`src/rtl/fifo_burst_drain.sv`:
```
// Drains the simple FIFO into a valid/ready stream framed into BURST-beat bursts.
// Define FIFO_BURST_DRAIN_FRAME_CNT_EN to add the frame_cnt/timeout_cnt statistics outputs.
module fifo_burst_drain #(
    parameter int WIDTH   = 32,
    parameter int BURST   = 16,
    parameter int TIMEOUT = 64
) (
    input  logic             clk,
    input  logic             reset,
    input  logic             fifo_empty,
    input  logic [WIDTH-1:0] fifo_dout,
    output logic             fifo_re,
    input  logic             flush,
    output logic             out_valid,
    input  logic             out_ready,
    output logic [WIDTH-1:0] out_data,
    output logic             out_last,
    output logic [15:0]      beat_cnt
`ifdef FIFO_BURST_DRAIN_FRAME_CNT_EN
    ,
    output logic [31:0]      frame_cnt,
    output logic [15:0]      timeout_cnt
`endif
);
    localparam int            IW        = (TIMEOUT > 0) ? $clog2(TIMEOUT + 1) : 1;
    localparam logic [15:0]   LAST_BEAT = 16'(BURST - 1);
    localparam logic [IW-1:0] IDLE_MAX  = IW'(TIMEOUT);

    logic [WIDTH-1:0] hold_data;
    logic             hold_valid;
    logic             hold_last;
    logic [IW-1:0]    idle_cnt;

    logic out_free;
    logic burst_end;
    logic timeout_hit;
    logic final_w;
    logic release_if_pop;
    logic pop;
    logic rel;

    assign out_free       = !out_valid || out_ready;
    assign burst_end      = (beat_cnt == LAST_BEAT);
    assign timeout_hit    = (TIMEOUT != 0) && (idle_cnt == IDLE_MAX);
    // A flush arriving this cycle closes the held word immediately, even when a pop coincides.
    assign final_w        = hold_last || flush || burst_end || timeout_hit;
    assign release_if_pop = hold_valid && out_free;
    assign fifo_re        = !fifo_empty && (!hold_valid || release_if_pop);
    assign pop            = fifo_re;
    assign rel            = hold_valid && out_free && (final_w || pop);

    always_ff @(posedge clk or negedge reset) begin
        if (!reset) begin
            hold_data  <= '0;
            hold_valid <= 1'b0;
            hold_last  <= 1'b0;
        end else if (pop) begin
            hold_data  <= fifo_dout;
            hold_valid <= 1'b1;
            hold_last  <= 1'b0;
        end else if (rel) begin
            hold_valid <= 1'b0;
            hold_last  <= 1'b0;
        end else if (flush && hold_valid) begin
            hold_last  <= 1'b1;
        end
    end

    always_ff @(posedge clk or negedge reset) begin
        if (!reset)
            idle_cnt <= '0;
        else if (pop || !hold_valid)
            idle_cnt <= '0;
        else if (fifo_empty && (idle_cnt != IDLE_MAX))
            idle_cnt <= idle_cnt + IW'(1);
    end

    always_ff @(posedge clk or negedge reset) begin
        if (!reset) begin
            out_data  <= '0;
            out_valid <= 1'b0;
            out_last  <= 1'b0;
            beat_cnt  <= '0;
        end else if (rel) begin
            out_data  <= hold_data;
            out_valid <= 1'b1;
            out_last  <= final_w;
            beat_cnt  <= final_w ? 16'd0 : beat_cnt + 16'd1;
        end else if (out_valid && out_ready) begin
            out_valid <= 1'b0;
            out_last  <= 1'b0;
        end
    end

`ifdef FIFO_BURST_DRAIN_FRAME_CNT_EN
    // Only frames closed purely by the idle timer count as timeouts.
    logic timeout_only;
    assign timeout_only = rel && timeout_hit && !hold_last && !flush && !burst_end;

    always_ff @(posedge clk or negedge reset) begin
        if (!reset) begin
            frame_cnt   <= '0;
            timeout_cnt <= '0;
        end else begin
            if (out_valid && out_ready && out_last)
                frame_cnt <= frame_cnt + 32'd1;
            if (timeout_only && (timeout_cnt != 16'hFFFF))
                timeout_cnt <= timeout_cnt + 16'd1;
        end
    end
`endif

endmodule
```
`config.mk`:
```
export PLATFORM = sky130hd
export DESIGN_NAME = fifo_burst_drain
export DESIGN_NICKNAME = d
export VERILOG_FILES = /design/src/rtl/fifo_burst_drain.sv
export SDC_FILE = /design/constraint.sdc
export NUM_CORES = 1
export LEC_CHECK = 0
export CORE_ASPECT_RATIO = 1.1
export CORE_UTILIZATION = 40
export DETAILED_ROUTE_END_ITERATION = 10
export PLACE_DENSITY = 0.63
export SYNTH_ARGS = -nofsm -noshare
export SYNTH_HDL_FRONTEND = slang
export SYNTH_SLANG_ARGS = --single-unit
export TNS_END_PERCENT = 5
```
`constraint.sdc`:
```
create_clock -name clk -period 2.93 [get_ports clk]
set_clock_uncertainty 0.15 [all_clocks]
set_input_delay 0.293 -clock clk [delete_from_list [all_inputs] [get_ports clk]]
set_output_delay 0.293 -clock clk [all_outputs]
set_load 0.02 [all_outputs]
```
==> flow_metrics.env, run 1 <==
export IMPL_outcome="finished clean"
export IMPL_power_density_mw_per_mm2=917
export IMPL_gp_congestion=0.841
export IMPL_synth_cells=304
export IMPL_routed_wl_met3_um=566
export IMPL_synthArstFlopShare_pct=100
export IMPL_drt_pass1_iter_count=4
export IMPL_grt_pass1_vias=2774
export IMPL_slew_violations=0
export IMPL_cpPeakStageDelay_ps=440
export IMPL_synth_edf_count=0
export IMPL_placed_cell_area_mm2=0.00488
export IMPL_critPathLaunch="beat_cnt[0]"
export IMPL_post_route_min_period_ps=2400
export IMPL_rsz0062_at_grt="false"
export IMPL_yosysWarnings=0
export IMPL_syn_num_nets=344
export IMPL_drive_gt1_share_pct=22.1
export IMPL_netlist_area_mm2=0.00383
export IMPL_critPathKind="reg2reg"
export IMPL_areaGrowthSynthToFinish_pct=32.8
export IMPL_antenna_found_initial=0
export IMPL_placement_io_buffers=87
export IMPL_crit_path_cell_trace="ha_1 -> and4b_1 -> and4_1 -> nor2_2 -> buf_4 -> nand3_1 -> o311ai_0"
export IMPL_vias=2680
export IMPL_p_leak_nw=2.08
export IMPL_report_power_total_mw=4.67
export IMPL_synth_ff_type="dfrtp_1"
export IMPL_cts_buffers=9
export IMPL_die_area_mm2=0.00998
export IMPL_fp_dieW_um=95.3
export IMPL_coreArea_mm2=0.00935
export IMPL_fin_util_pct=54.4
export IMPL_stdcell_area_mm2=0.00509
export IMPL_fin_nets=438
export IMPL_final_cell_mix="dfrtp_1, clkdlybuf4s50_1, mux2_2"
export IMPL_final_cells=520
export IMPL_drt_wl_total_um=7860
export IMPL_crit_fanout=20
export IMPL_tightest_slew_ps=685
export IMPL_mostFrequentLayoutCell="dfrtp_1"
export IMPL_wl_per_cell_um=15.1
export IMPL_min_path_type="reg2reg"
export IMPL_pre_cts_ws_ps=565
export IMPL_drc_errors=0
export IMPL_ys_seq_elements=91
export IMPL_avgSynthCellArea_um2=12.6
export IMPL_synth_distinct_cells=36
export IMPL_h_tree_depth=3
export IMPL_fp_dieH_um=105
export IMPL_io_pins=88
export IMPL_r2r_start="beat_cnt[0]"
export IMPL_route_met2_wl_um=3790
export IMPL_path_delay_family="simple AND/OR/NAND/NOR gates"
export IMPL_rows=37
export IMPL_dp_hpwl_um=5470
export IMPL_grt_max_degree=55
export IMPL_path_clk_slew_ps=90
export IMPL_slew_headroom_pct=54.3
export IMPL_fmax_ghz=0.417
export IMPL_start_util_pct=41.0
export IMPL_cts_resized=0
export IMPL_met1_length_um=3400
export IMPL_grt_ovfl_total=0
export IMPL_cts_root_buf="clkbuf_8"
export IMPL_vias_per_cell=5.15
export IMPL_grt_pass1_wl_um=13400
export IMPL_cts_sinks=91
export IMPL_worst_slack_ps=534
export IMPL_clockBufferDepth=2
export IMPL_dr_max_layer_used="met4"
export IMPL_dp_cells=503
export IMPL_ir_worst_vdd_mv=0.542
export IMPL_clock_latency_ps=340
export IMPL_cp_buffers_inverters=1
export IMPL_setup_viol_count_final=0
export IMPL_maxCapViolations=0
export IMPL_yosysSeqAreaShare_pct=59.4
export IMPL_end_kind="register"
export IMPL_cts_tree="done"
export IMPL_crit_required_ps=3000
export IMPL_critPathSlowestCell="dfrtp_1"
export IMPL_holdWs_ps=347
export IMPL_min_from="out_data[23]"
export IMPL_fin_tns_setup_ps=0
export IMPL_initialDrtViolationCount=112
export IMPL_worstPathArrival_ps=2470
export IMPL_hold_viol=0
export IMPL_diodes=0
export IMPL_start_kind="register"
export IMPL_fin_crit_sh_pct=81.8
export IMPL_grt_usage_pct=17.2
export IMPL_ant_nets=0
## cells by family after synthesis
| logic type | Yosys count | synth area share [%] |
|---|---|---|
| xor gates and xnor gates | 6 | 1.37 |
| adders and majority gates | 3 | 0.979 |
| and+or+nand+nor | 69 | 10.0 |
| muxes | 64 | 18.8 |
| DFF | 91 | 59.4 |
| AOI/OAI and AO/OA | 41 | 6.01 |
| buffers and inverters | 30 | 3.43 |
## final cells by class
type	count	area [um^2]
fill	832	4260
sequential	91	2280
multi-input combinational	183	1440
timing repair buffer	96	963
tap	117	146
clock buffer	12	145
inverter	17	63.8
clock inverter	4	50.0
## worst reg2reg max path, stage by stage, from the launching register on
cell      delay, ps
dfrtp_1         440
ha_1            260
and4b_1         230
and4_1          250
nor2_2          190
buf_4           270
nand3_1         170
o311ai_0        320
## state kept, by name, indices dropped and copies added, names as in the netlist
signal	flops
idle_cnt	7
hold_data	32
out_valid	1
hold_last	1
hold_valid	1
out_last	1
out_data	32
beat_cnt	16
## routing by layer
metal / track usage (%) / vias to the layer above
met5: 0 / -
met4: 5.52 / 0
met3: 4.95 / 9
met2: 26.7 / 79
met1: 23.1 / 1321
li1: - / 1271
## report_power, final
group	total, mW	switching (mW)	internal (mW)
Clock	0.834	0.416	0.417
Combinational	1.91	0.894	1.01
Sequential	1.93	0.242	1.68
## synth_stat cells, drive strengths merged, types with 2 or more instances
| cell | count | area (um^2) |
|---|---|---|
| clkbuf | 6 | 22.5 |
| ha | 3 | 37.5 |
| and4 | 2 | 17.5 |
| nor2b | 2 | 12.5 |
| nor4 | 3 | 18.8 |
| nand3 | 12 | 60.1 |
| nand2 | 11 | 41.3 |
| mux2 | 64 | 721 |
| a21oi | 16 | 83.8 |
| dfrtp | 91 | 2280 |
| o21ai | 18 | 90.1 |
| nor2 | 11 | 43.8 |
| xor2 | 5 | 43.8 |
| and3 | 2 | 12.5 |
| nand2b | 2 | 12.5 |
| or4 | 7 | 52.6 |
| nor3 | 4 | 20.0 |
| nand4b | 2 | 17.5 |
| buf | 7 | 45.0 |
| nand4 | 9 | 56.3 |
| inv | 17 | 63.8 |
## worst paths after layout
| path | endpoint | slack (ps) | cells past startpoint |
|---|---|---|---|
| worst min register to register | out_data[23] | 350 | 1 |
| worst max register to register | beat_cnt[13] | 530 | 7 |
| worst max-delay path | beat_cnt[13] | 530 | 7 |
| min in group asynchronous | idle_cnt[4] | 370 | 2 |
| worst min-delay path | out_data[23] | 350 | 1 |
| max in group asynchronous | hold_data[30] | 1610 | 3 |
## what timing repair did
| action | 4_1_cts | 5_1_grt |
|---|---|---|
| hold buffers | 1 | 0 |
| endpoints found under the hold margin | 53 | 0 |
| setup buffers | 0 | 0 |
Note: power is estimated with default switching activity, not from simulation.
==> inputs of run 2 (changes only) <==
Clock period 2.93 ns to 2.3 ns, I/O delays scaled along.
==> run 2 against run 1 <==
Combinational power grew 30%. Sequential power is 27% higher. Cell area grew 2.9%. Wire length increased by 1.5%. Highest routed layer unchanged.
==> flow_metrics.env, run 2 (synthesis gave the netlist of run 1 again) <==
export IMPL_areaGrowthSynthToFinish_pct=36.7
export IMPL_antenna_found_initial=0
export IMPL_worstPathArrival_ps=2350
export IMPL_clockBufferDepth=2
export IMPL_stdcell_area_mm2=0.00524
export IMPL_rows=37
export IMPL_maxCapViolations=0
export IMPL_clock_latency_ps=350
export IMPL_cts_buffers=9
export IMPL_drt_wl_total_um=7980
export IMPL_io_pins=88
export IMPL_end_kind="register"
export IMPL_wl_per_cell_um=14.8
export IMPL_die_area_mm2=0.00998
export IMPL_crit_fanout=7
export IMPL_slew_headroom_pct=66.3
export IMPL_drt_pass1_iter_count=4
export IMPL_critPathLaunch="beat_cnt[1]"
export IMPL_fin_crit_sh_pct=97.4
export IMPL_vias_per_cell=5.12
export IMPL_slew_violations=0
export IMPL_cts_root_buf="clkbuf_8"
export IMPL_power_density_mw_per_mm2=1160
export IMPL_rsz0062_at_grt="true"
export IMPL_path_clk_slew_ps=100
export IMPL_post_route_min_period_ps=2240
export IMPL_start_util_pct=41.0
export IMPL_min_path_type="in2async"
export IMPL_hold_viol=0
export IMPL_placed_cell_area_mm2=0.00502
export IMPL_cts_sinks=91
export IMPL_ant_nets=0
export IMPL_fmax_ghz=0.446
export IMPL_gp_congestion=0.808
export IMPL_crit_required_ps=2410
export IMPL_outcome="finished clean"
export IMPL_reg_largest_list="hold_data (32), out_data (32), beat_cnt (16)"
export IMPL_r2r_start="beat_cnt[1]"
export IMPL_setup_viol_count_final=0
export IMPL_dp_hpwl_um=5530
export IMPL_grt_max_degree=38
export IMPL_grt_usage_pct=17.3
export IMPL_mostFrequentLayoutCell="dfrtp_1"
export IMPL_post_cts_buffers=0
export IMPL_start_kind="register"
export IMPL_p_leak_nw=2.17
export IMPL_drc_errors=0
export IMPL_drive_gt1_share_pct=26.4
export IMPL_h_tree_depth=3
export IMPL_placement_io_buffers=87
export IMPL_report_power_total_mw=6.07
export IMPL_area_sequential_mm2=0.00228
export IMPL_vias=2752
export IMPL_coreArea_mm2=0.00935
export IMPL_multi_input_area_mm2=0.00144
export IMPL_cts_tree="done"
export IMPL_fin_nets=456
export IMPL_fillers=820
export IMPL_initialDrtViolationCount=74
export IMPL_grt_pass1_wl_um=13300
export IMPL_diodes=0
export IMPL_ir_worst_vdd_mv=0.663
export IMPL_tightest_slew_ps=503
export IMPL_fp_dieW_um=95.3
export IMPL_fp_dieH_um=105
export IMPL_grt_pass1_vias=2755
export IMPL_final_cell_mix="dfrtp_1, clkdlybuf4s50_1, mux2_2"
export IMPL_critPathKind="reg2reg"
export IMPL_grt_ovfl_total=0
[run 2: changes by cell type in the layout (fill, tap and decap cells not counted)]
cell and delta:
o311ai_1 +1, clkinvlp_4 +1, dfrtp_1 -2, dfrtp_2 +2, buf_4 +18, clkinv_2 -1, clkbuf_1 -2, o311ai_0 -1
inv_6 +2
[run 2: path summary, 6_finish.rpt]
check                                to  slack (ps)  depth (start not counted)
setup / recovery            beat_cnt[6]          60                          6
hold / removal              idle_cnt[3]         210                          2
setup reg to reg            beat_cnt[6]          60                          6
hold reg to reg            out_data[23]         350                          1
max in group asynchronous  out_data[18]        1130                          3
min in group clk           hold_data[7]         330                          2
[run 2: final cells by class]
class                      count  share of cell area, %
clock buffer                  10                   2.63
clock inverter                 6                   1.34
inverter                      17                   1.22
multi-input combinational    183                   27.6
sequential                    91                   43.5
tap                          117                   2.79
timing repair buffer         114                   21.0
[run 2: where the power goes]
group / total [mW] / leakage, nW / switching [mW] / internal [mW]
clock: 1.12 / 0.0955 / 0.578 / 0.540
sequential: 2.46 / 1.11 / 0.315 / 2.15
combinational: 2.49 / 0.971 / 1.15 / 1.34
total: 6.07 / 2.17 / 2.04 / 4.03
[run 2: per-layer routing]
layer / GRT usage [%] / part of all wire (%)
met1: 22.8 / 45
met2: 26.5 / 47
met3: 6.19 / 6.8
met4: 5.30 / 0.90
met5: 0 / 0
[run 2: critical path, cell delays in order, from the launching register on]
cell and delay, ps:
dfrtp_2 440, ha_1 200, and4b_1 230, and4_1 250, or2_4 300, or4_1 500
o21ai_0 90
[run 2: what timing repair did]
| item | CTS | global route |
|---|---|---|
| setup endpoints to repair | 0 | 28 |
| resized for setup | 0 | 1 |
| hold buffers | 1 | 0 |
| hold endpoints to repair | 32 | 0 |
[run 2: per-stage QoR]
stage | instances | TNS (ps) | setup WS, ps | utilization [%] | hold WS (ps)
2_1_floorplan | 304 | 0 | 53.3 | - | -216
3_3_place_gp | 521 | 0 | 74.2 | 53.7 | 64.1
3_5_place_dp | 521 | 0 | 80.7 | 53.7 | 69.5
4_1_cts | 538 | 0 | 66.7 | 56.0 | 215
5_1_grt | 538 | -312 | -33.3 | 56.0 | 236
6_report | 538 | 0 | 60.0 | 56.0 | 205
